$ cat src/rtl/i2s_slave.sv
// I2S target-side transceiver: bus clocks come from an external master and are
// oversampled on the local system clock; RX words are deserialized, TX words serialized.
module i2s_slave #(
    parameter int DATA_BIT = 16
) (
    input  logic                i_clk_12_288,
    input  logic                i_reset_n,
    input  logic                i_sclk,
    input  logic                i_lrclk,
    input  logic                i_rx_sd,
    output logic                o_tx_sd,
    input  logic [DATA_BIT-1:0] i_audio_l,
    input  logic [DATA_BIT-1:0] i_audio_r,
    output logic                o_tx_load,
    output logic [DATA_BIT-1:0] o_audio_l,
    output logic [DATA_BIT-1:0] o_audio_r,
    output logic                o_audio_valid,
    output logic                o_locked,
    output logic                o_frame_err
);

    localparam int CNT_W = $clog2(DATA_BIT + 1);

    typedef enum logic [1:0] {
        StUnlocked = 2'd0,
        StLeft     = 2'd1,
        StRight    = 2'd2
    } state_e;

    state_e              r_state;
    logic                r_sclk_s1;
    logic                r_sclk_s2;
    logic                r_sclk_hist;
    logic                r_lrclk_s1;
    logic                r_lrclk_s2;
    logic                r_sd_s1;
    logic                r_sd_s2;
    logic                r_ws_last;
    logic [DATA_BIT-2:0] r_rx_shift;
    logic [DATA_BIT-1:0] r_left_stage;
    logic [DATA_BIT-1:0] r_tx_shift;
    logic [DATA_BIT-1:0] r_hold_r;
    logic [CNT_W-1:0]    r_bit_cnt;

    logic                w_rise;
    logic                w_ws;
    logic                w_trans;
    logic                w_count_ok;
    logic [DATA_BIT-1:0] w_rx_word;

    assign w_rise     = r_sclk_s2 & ~r_sclk_hist;
    assign w_ws       = r_lrclk_s2;
    assign w_trans    = w_ws ^ r_ws_last;
    // On a trans rise the sampled bit is the LSB of the slot that just ended.
    assign w_rx_word  = {r_rx_shift, r_sd_s2};
    assign w_count_ok = (r_bit_cnt == CNT_W'(DATA_BIT - 1));
    assign o_tx_sd    = r_tx_shift[DATA_BIT-1];

    always_ff @(posedge i_clk_12_288 or negedge i_reset_n) begin
        if (!i_reset_n) begin
            r_state       <= StUnlocked;
            r_sclk_s1     <= 1'b0;
            r_sclk_s2     <= 1'b0;
            r_sclk_hist   <= 1'b0;
            r_lrclk_s1    <= 1'b0;
            r_lrclk_s2    <= 1'b0;
            r_sd_s1       <= 1'b0;
            r_sd_s2       <= 1'b0;
            r_ws_last     <= 1'b0;
            r_rx_shift    <= '0;
            r_left_stage  <= '0;
            r_tx_shift    <= '0;
            r_hold_r      <= '0;
            r_bit_cnt     <= '0;
            o_tx_load     <= 1'b0;
            o_audio_l     <= '0;
            o_audio_r     <= '0;
            o_audio_valid <= 1'b0;
            o_locked      <= 1'b0;
            o_frame_err   <= 1'b0;
        end else begin
            r_sclk_s1     <= i_sclk;
            r_sclk_s2     <= r_sclk_s1;
            r_sclk_hist   <= r_sclk_s2;
            r_lrclk_s1    <= i_lrclk;
            r_lrclk_s2    <= r_lrclk_s1;
            r_sd_s1       <= i_rx_sd;
            r_sd_s2       <= r_sd_s1;
            o_tx_load     <= 1'b0;
            o_audio_valid <= 1'b0;
            o_frame_err   <= 1'b0;

            if (w_rise) begin
                r_ws_last  <= w_ws;
                r_rx_shift <= w_rx_word[DATA_BIT-2:0];

                if (w_trans) begin
                    r_bit_cnt <= '0;

                    // TX reloads on every word-select flip, locked or not.
                    if (!w_ws) begin
                        r_hold_r   <= i_audio_r;
                        r_tx_shift <= i_audio_l;
                        o_tx_load  <= 1'b1;
                    end else begin
                        r_tx_shift <= r_hold_r;
                    end

                    if ((r_state != StUnlocked) && !w_count_ok) begin
                        o_frame_err <= 1'b1;
                        o_locked    <= 1'b0;
                        r_state     <= StUnlocked;
                    end else begin
                        case (r_state)
                            StUnlocked: begin
                                if (!w_ws) r_state <= StLeft;
                            end
                            StLeft: begin
                                if (w_ws) begin
                                    r_left_stage <= w_rx_word;
                                    r_state      <= StRight;
                                end
                            end
                            StRight: begin
                                if (!w_ws) begin
                                    o_audio_l     <= r_left_stage;
                                    o_audio_r     <= w_rx_word;
                                    o_audio_valid <= 1'b1;
                                    o_locked      <= 1'b1;
                                    r_state       <= StLeft;
                                end
                            end
                            default: r_state <= StUnlocked;
                        endcase
                    end
                end else begin
                    if (r_bit_cnt != CNT_W'(DATA_BIT)) r_bit_cnt <= r_bit_cnt + CNT_W'(1);
                    r_tx_shift <= {r_tx_shift[DATA_BIT-2:0], 1'b0};
                end
            end
        end
    end

endmodule
$ cat config.mk
export PLATFORM = sky130hd
export DESIGN_NAME = i2s_slave
export DESIGN_NICKNAME = d
export VERILOG_FILES = /design/src/rtl/i2s_slave.sv
export SDC_FILE = /design/constraint.sdc
export NUM_CORES = 1
export LEC_CHECK = 0
export CORE_MARGIN = 1
export CORE_UTILIZATION = 30
export CTS_CLUSTER_DIAMETER = 50
export CTS_CLUSTER_SIZE = 30
export DETAILED_ROUTE_END_ITERATION = 10
export PLACE_DENSITY = 0.61
export SYNTH_ARGS = -nofsm -noshare
export SYNTH_HDL_FRONTEND = slang
export SYNTH_SLANG_ARGS = --single-unit
$ cat constraint.sdc
create_clock -name i_clk_12_288 -period 3.6 [get_ports i_clk_12_288]
set_input_delay 0.72 -clock i_clk_12_288 [delete_from_list [all_inputs] [get_ports i_clk_12_288]]
set_output_delay 0.72 -clock i_clk_12_288 [all_outputs]
set_load 0.02 [all_outputs]
# Word level (Yosys, flattened, before mapping)
# Cells that the tools add are included.
[word_totals] register_bits=114 input_bits=37 output_inout_bits=37 wordCells=67
[classes] add_sub_neg=1 n_eq_ne=7 muxes=21 n_bitwise=5 n_reduce_logical=13
[ops] op="16-bit 2-to-1 mux" count=2
[ops] op="1-bit 2-to-1 mux" count=13
[ops] op="5-bit 2-to-1 mux" count=2
[ops] op="5-bit AND reduction" count=2
[ops] op="4-bit AND reduction" count=2
[ops] op="2-bit 2-to-1 mux" count=3
[ops] op="2-bit nonzero test" count=3
[ops] op="5-bit by 1-bit adder with 5-bit output (second input constant)" count=1
[ops] op="5-bit by 4-bit == test with 1-bit output (second input constant)" count=1
[ops] op="5-bit inequality test (second input constant)" count=1
[ops] op="2-bit case mux with 2 select lines" count=1
[ops] op="3-bit by 2-bit inequality test with 1-bit output (second input constant)" count=1
[ops] op="3-bit inequality test (second input constant)" count=1
[ops] op="1-bit inverter" count=3
[ops] op="3-bit AND reduction" count=1
[ops] op="2-bit by 1-bit == test with 1-bit output (second input constant)" count=1
[ops] op="2-bit == test (second input constant)" count=1
[ops] op="2-bit logical NOT" count=1
[ops] op="2-bit by 1-bit inequality test with 1-bit output (second input constant)" count=1
[ops] op="2-bit AND reduction" count=1
[ops] op="2-bit OR reduction" count=1
[ops] op="1-bit AND" count=1
[ops] op="1-bit logical AND" count=1
[ops] op="1-bit logical NOT" count=1
[ops] op="1-bit bitwise XOR" count=1

# Logic depth before layout (Yosys ltp)
[depth] depth_word=6 ltp_mapped=10 ltp_nobuf=6

# Worst setup path after synthesis
# Ideal clock, no wire load.
[synth_path] kind="flip-flop to flip-flop" from="register r_lrclk_s2" to="register o_audio_l[10]" setup_ns=0.125 arrival_time_ns=2.418 required_time_ns=3.475 setup_slack_ns=1.057 path_stages_with_launch=10 path_buffers=4 synth_period_minus_slack_ns=2.543 path_cell_list="dfrtp_1 buf_2 inv_1 ha_1 buf_6 or3b_1 buf_2 nor4_4 buf_6 mux2_4"
[synth_via] elab_chain_cells=2 elab_cells_between_ends=3 classes_between="bitwise: 2; reduce/logical: 1"
[synth_lines] item="from (decl)" line="35" rtl="logic r_lrclk_s2;"
[synth_lines] item="from (signal assigned)" line="86" rtl="r_lrclk_s2 <= r_lrclk_s1;"
[synth_lines] item="1-bit bitwise XOR or 1-bit inverter (tied branches)"
[synth_lines] item="5-bit AND reduction (no line) (*)"
[synth_lines] item="to (signal assigned)" line="126" rtl="o_audio_l <= r_left_stage;"
[synth_lines] item="to (decl)" line="15" rtl="output logic [DATA_BIT-1:0] o_audio_l,"
# Every way passes the cells marked *; elsewhere a longest branch is shown, timed or not.
# A chain may end at the register's enable or synchronous reset.

# Worst setup path in the final report
[layout_path] from="register r_lrclk_s2" to="register o_audio_l[0]"
# Same word-level chain as after synthesis.

==> qor.csv <==
stage,metric,value,unit
setup_path,cp.required,3890,ps
sta,hold_ws,316,ps
finish,most-common-layout-cells,"114 x dfrtp_1, 72 x clkdlybuf4s50_1, 70 x nand2_1",
logic_synthesis,synth.distinct_cells,33,
setup_path,worstPathArrival,3270,ps
global_route,grt_max_degree,67,
setup_path,r2r_cells,7,
logic_synthesis,synth_top_area_share,60.3,%
clock_tree,cts_tree,built,
floorplanning,die_area,16300,um^2
logic_synthesis,synthesis.nets,400,
sta,fin_setup_tns,0,ps
drt,via_per_inst,4.43,
clock_tree,postCtsSetupRepairBufs,0,
setup_path,slowest_stage,dfrtp_1,
clock_tree,cts.sinks,114,
clock_tree,cts_root_buf,clkbuf_16,
drt,drcViolationCount,0,
logic_synthesis,synthCells,359,
finish,fill_cells,1482,
sta,rsz0062_at_grt,no,
floorplanning,start_util,30.9,%
global_route,grt-ovfl-total,0,
place,place_area,5710,um^2
logic_synthesis,syn_avg_cell_area,13.2,um^2
drt,wl_per_cell,13.7,um
floorplanning,row_count,45,
floorplanning,die_y,128,um
sta,setup_viol,0,
pwr,p_leak,0.00287,uW
sta,min_period_over_period,82.7,%
sta,worst_pin_slew,973,ps
logic_synthesis,yosys.area.top_type,dfrtp_1,
drt,drt-initial-drc-count,189,
clock_tree,cts_hold_buf,0,
outcome,status,"complete, no violations",
pwr,total_power,3630,uW
logic_synthesis,synth_ff_type,dfrtp_1,
global_route,antenna_found_initial,0,
logic_synthesis,async_reset_ff_share,100,%
floorplanning,io_pins,74,
finish,drive_gt1_share,24.0,%
drt,vias,2927,
global_route,grt_pass1_vias,2876,
logic_synthesis,ys_warn_count,0,
sta,post-route-min-period,2980,ps
finish,nNetsFinal,478,
global_route,grtUsageTotal,12.2,%
logic_synthesis,synth_edf_count,0,
clock_tree,cts_buffers,17,
logic_synthesis,syn_area,4730,um^2
setup_path,critPathMaxFanout,34,
pwr,powerDensity,576,nW/um^2
finish,final_area,6290,um^2
finish,instances_no_fill,661,
clock_tree,cts_max_level,4,
finish,num_antenna_cells,0,
setup_path,crit_path_max_incr_delay,540,ps
setup_path,start_kind,flop,
floorplanning,coreArea,15300,um^2
floorplanning,die_x,128,um
place,gp_congestion,0.725,
place,io_buffers,73,
pwr,irDropWorstVdd,353,uV
logic_synthesis,synth_area_leaders,"dfrtp_1 60%, mux2_4 8.9%, mux2_2 8.6%",
logic_synthesis,synth-seq-area-share,60.3,%
sta,drv_slew,0,
drt,ant_nets,0,
setup_path,r2r_slack,620,ps
setup_path,end_kind,flop,
finish,final_common_cell,dfrtp_1,
place,hpwl,5.82,mm
setup_path,worstSetupPathType,reg2reg,
global_route,grt_pass1_wl,15.0,mm
sta,fmax,0.336,GHz
clock_tree,clockBufferDepth,2,
finish,syn2layout_area_growth,32.9,%
drt,drtPass1Iterations,5,
clock_tree,clk_latency,410,ps
setup_path,r2r_start,r_lrclk_s2,
setup_path,path_cells,inv_1 > ha_1 > buf_4 > or3b_1 > nor4_4 > buf_4 > mux2_2,
drt,wl,9.03,mm
logic_synthesis,ys_ff_latch,114,
clock_tree,clk_pin_slew,60,ps
setup_path,r2r_end,o_audio_l[0],
sta,hold_viol_final,0,
worst_hold_path,min_path_type,in2async,
place,dp_cells,629,
job,drv_cap,0,
sta,finalClockSkew,8.99,ps
clock_tree,ctsResizeCount,0,
sta,slew_headroom,35.1,%
setup_path,path_common_cell,buf_4,
-- power by group --
| group | total, uW | leakage (uW) | switching (uW) | internal [uW] |
|---|---|---|---|---|
| sequential | 1590 | 0.00151 | 125 | 1460 |
| combinational | 398 | 0.00110 | 183 | 215 |
| clock | 1640 | 0.000270 | 618 | 1020 |
| total | 3630 | 0.00287 | 926 | 2700 |
-- flip-flops by register name, summed over array words and instances (netlist names), 2 cells and up --
signal	cells
r_left_stage	16
r_tx_shift	16
r_hold_r	16
r_rx_shift	15
o_audio_l	16
o_audio_r	16
r_bit_cnt	5
r_state	2
-- per-stage QoR --
stage / utilization, % / setup WS, ps
finish: 41.1 / 622
global route: 41.1 / 429
CTS: 41.1 / 593
detailed placement: 37.3 / 618
global placement: 37.3 / 718
floorplan: - / 1060
-- area by class of cell --
class | count | area, um^2 | share of cell area (%)
well taps | 211 | 264 | 4.20
clock buffers | 18 | 429 | 6.82
flip-flops and latches | 114 | 2850 | 45.3
inverters | 18 | 67.6 | 1.07
clock inverters | 14 | 155 | 2.47
multi-input cells | 205 | 1720 | 27.4
repair buffers | 81 | 801 | 12.7
-- critical path: cells and delay by family (launching register included) --
kind,cells,cell delay [ps]
mux,1,410
flops,1,540
simple gates,2,740
buf+inv,3,840
fa+ha+maj,1,330
-- worst max-delay path by stage --
stage / slack, ps / start / to / depth (start not counted)
final: 620 / r_lrclk_s2 / o_audio_l[0] / 7
after global routing: 430 / r_lrclk_s2 / o_audio_l[0] / 7
after CTS: 590 / r_lrclk_s2 / o_audio_l[0] / 7
after detailed placement: 620 / r_lrclk_s2 / o_audio_l[0] / 7
after global placement: 720 / r_lrclk_s2 / o_audio_r[13] / 7
after floorplan: 1060 / r_lrclk_s2 / o_audio_l[10] / 9
-- logic make-up after synthesis --
group / synth area share [%]
buffers and inverters: 3.99
DFF: 60.3
and+or+nand+nor: 9.57
muxes: 20.4
adders and majority gates: 1.06
AOI/OAI and AO/OA: 4.71
-- Yosys cell counts, drive strengths merged, types with 2 or more instances --
library cell    n
dfrtp         114
nand2          70
mux2           64
inv            18
a221o          14
mux2i          14
clkbuf         12
buf            10
o21ai           8
nand4           5
ha              4
nand3           4
nand2b          3
nor2            2
nor2b           2
o221ai          2
-- metal layers --
metal | track usage [%] | routed length, um | vias up
li1 | - | - | 1401
met2 | 17.4 | 3930 | 89
met4 | 4.78 | 97 | 0
met5 | 0 | 0 | -
met3 | 4.86 | 563 | 9
met1 | 16.5 | 4430 | 1428
Note: power is estimated with default switching activity, not from simulation.
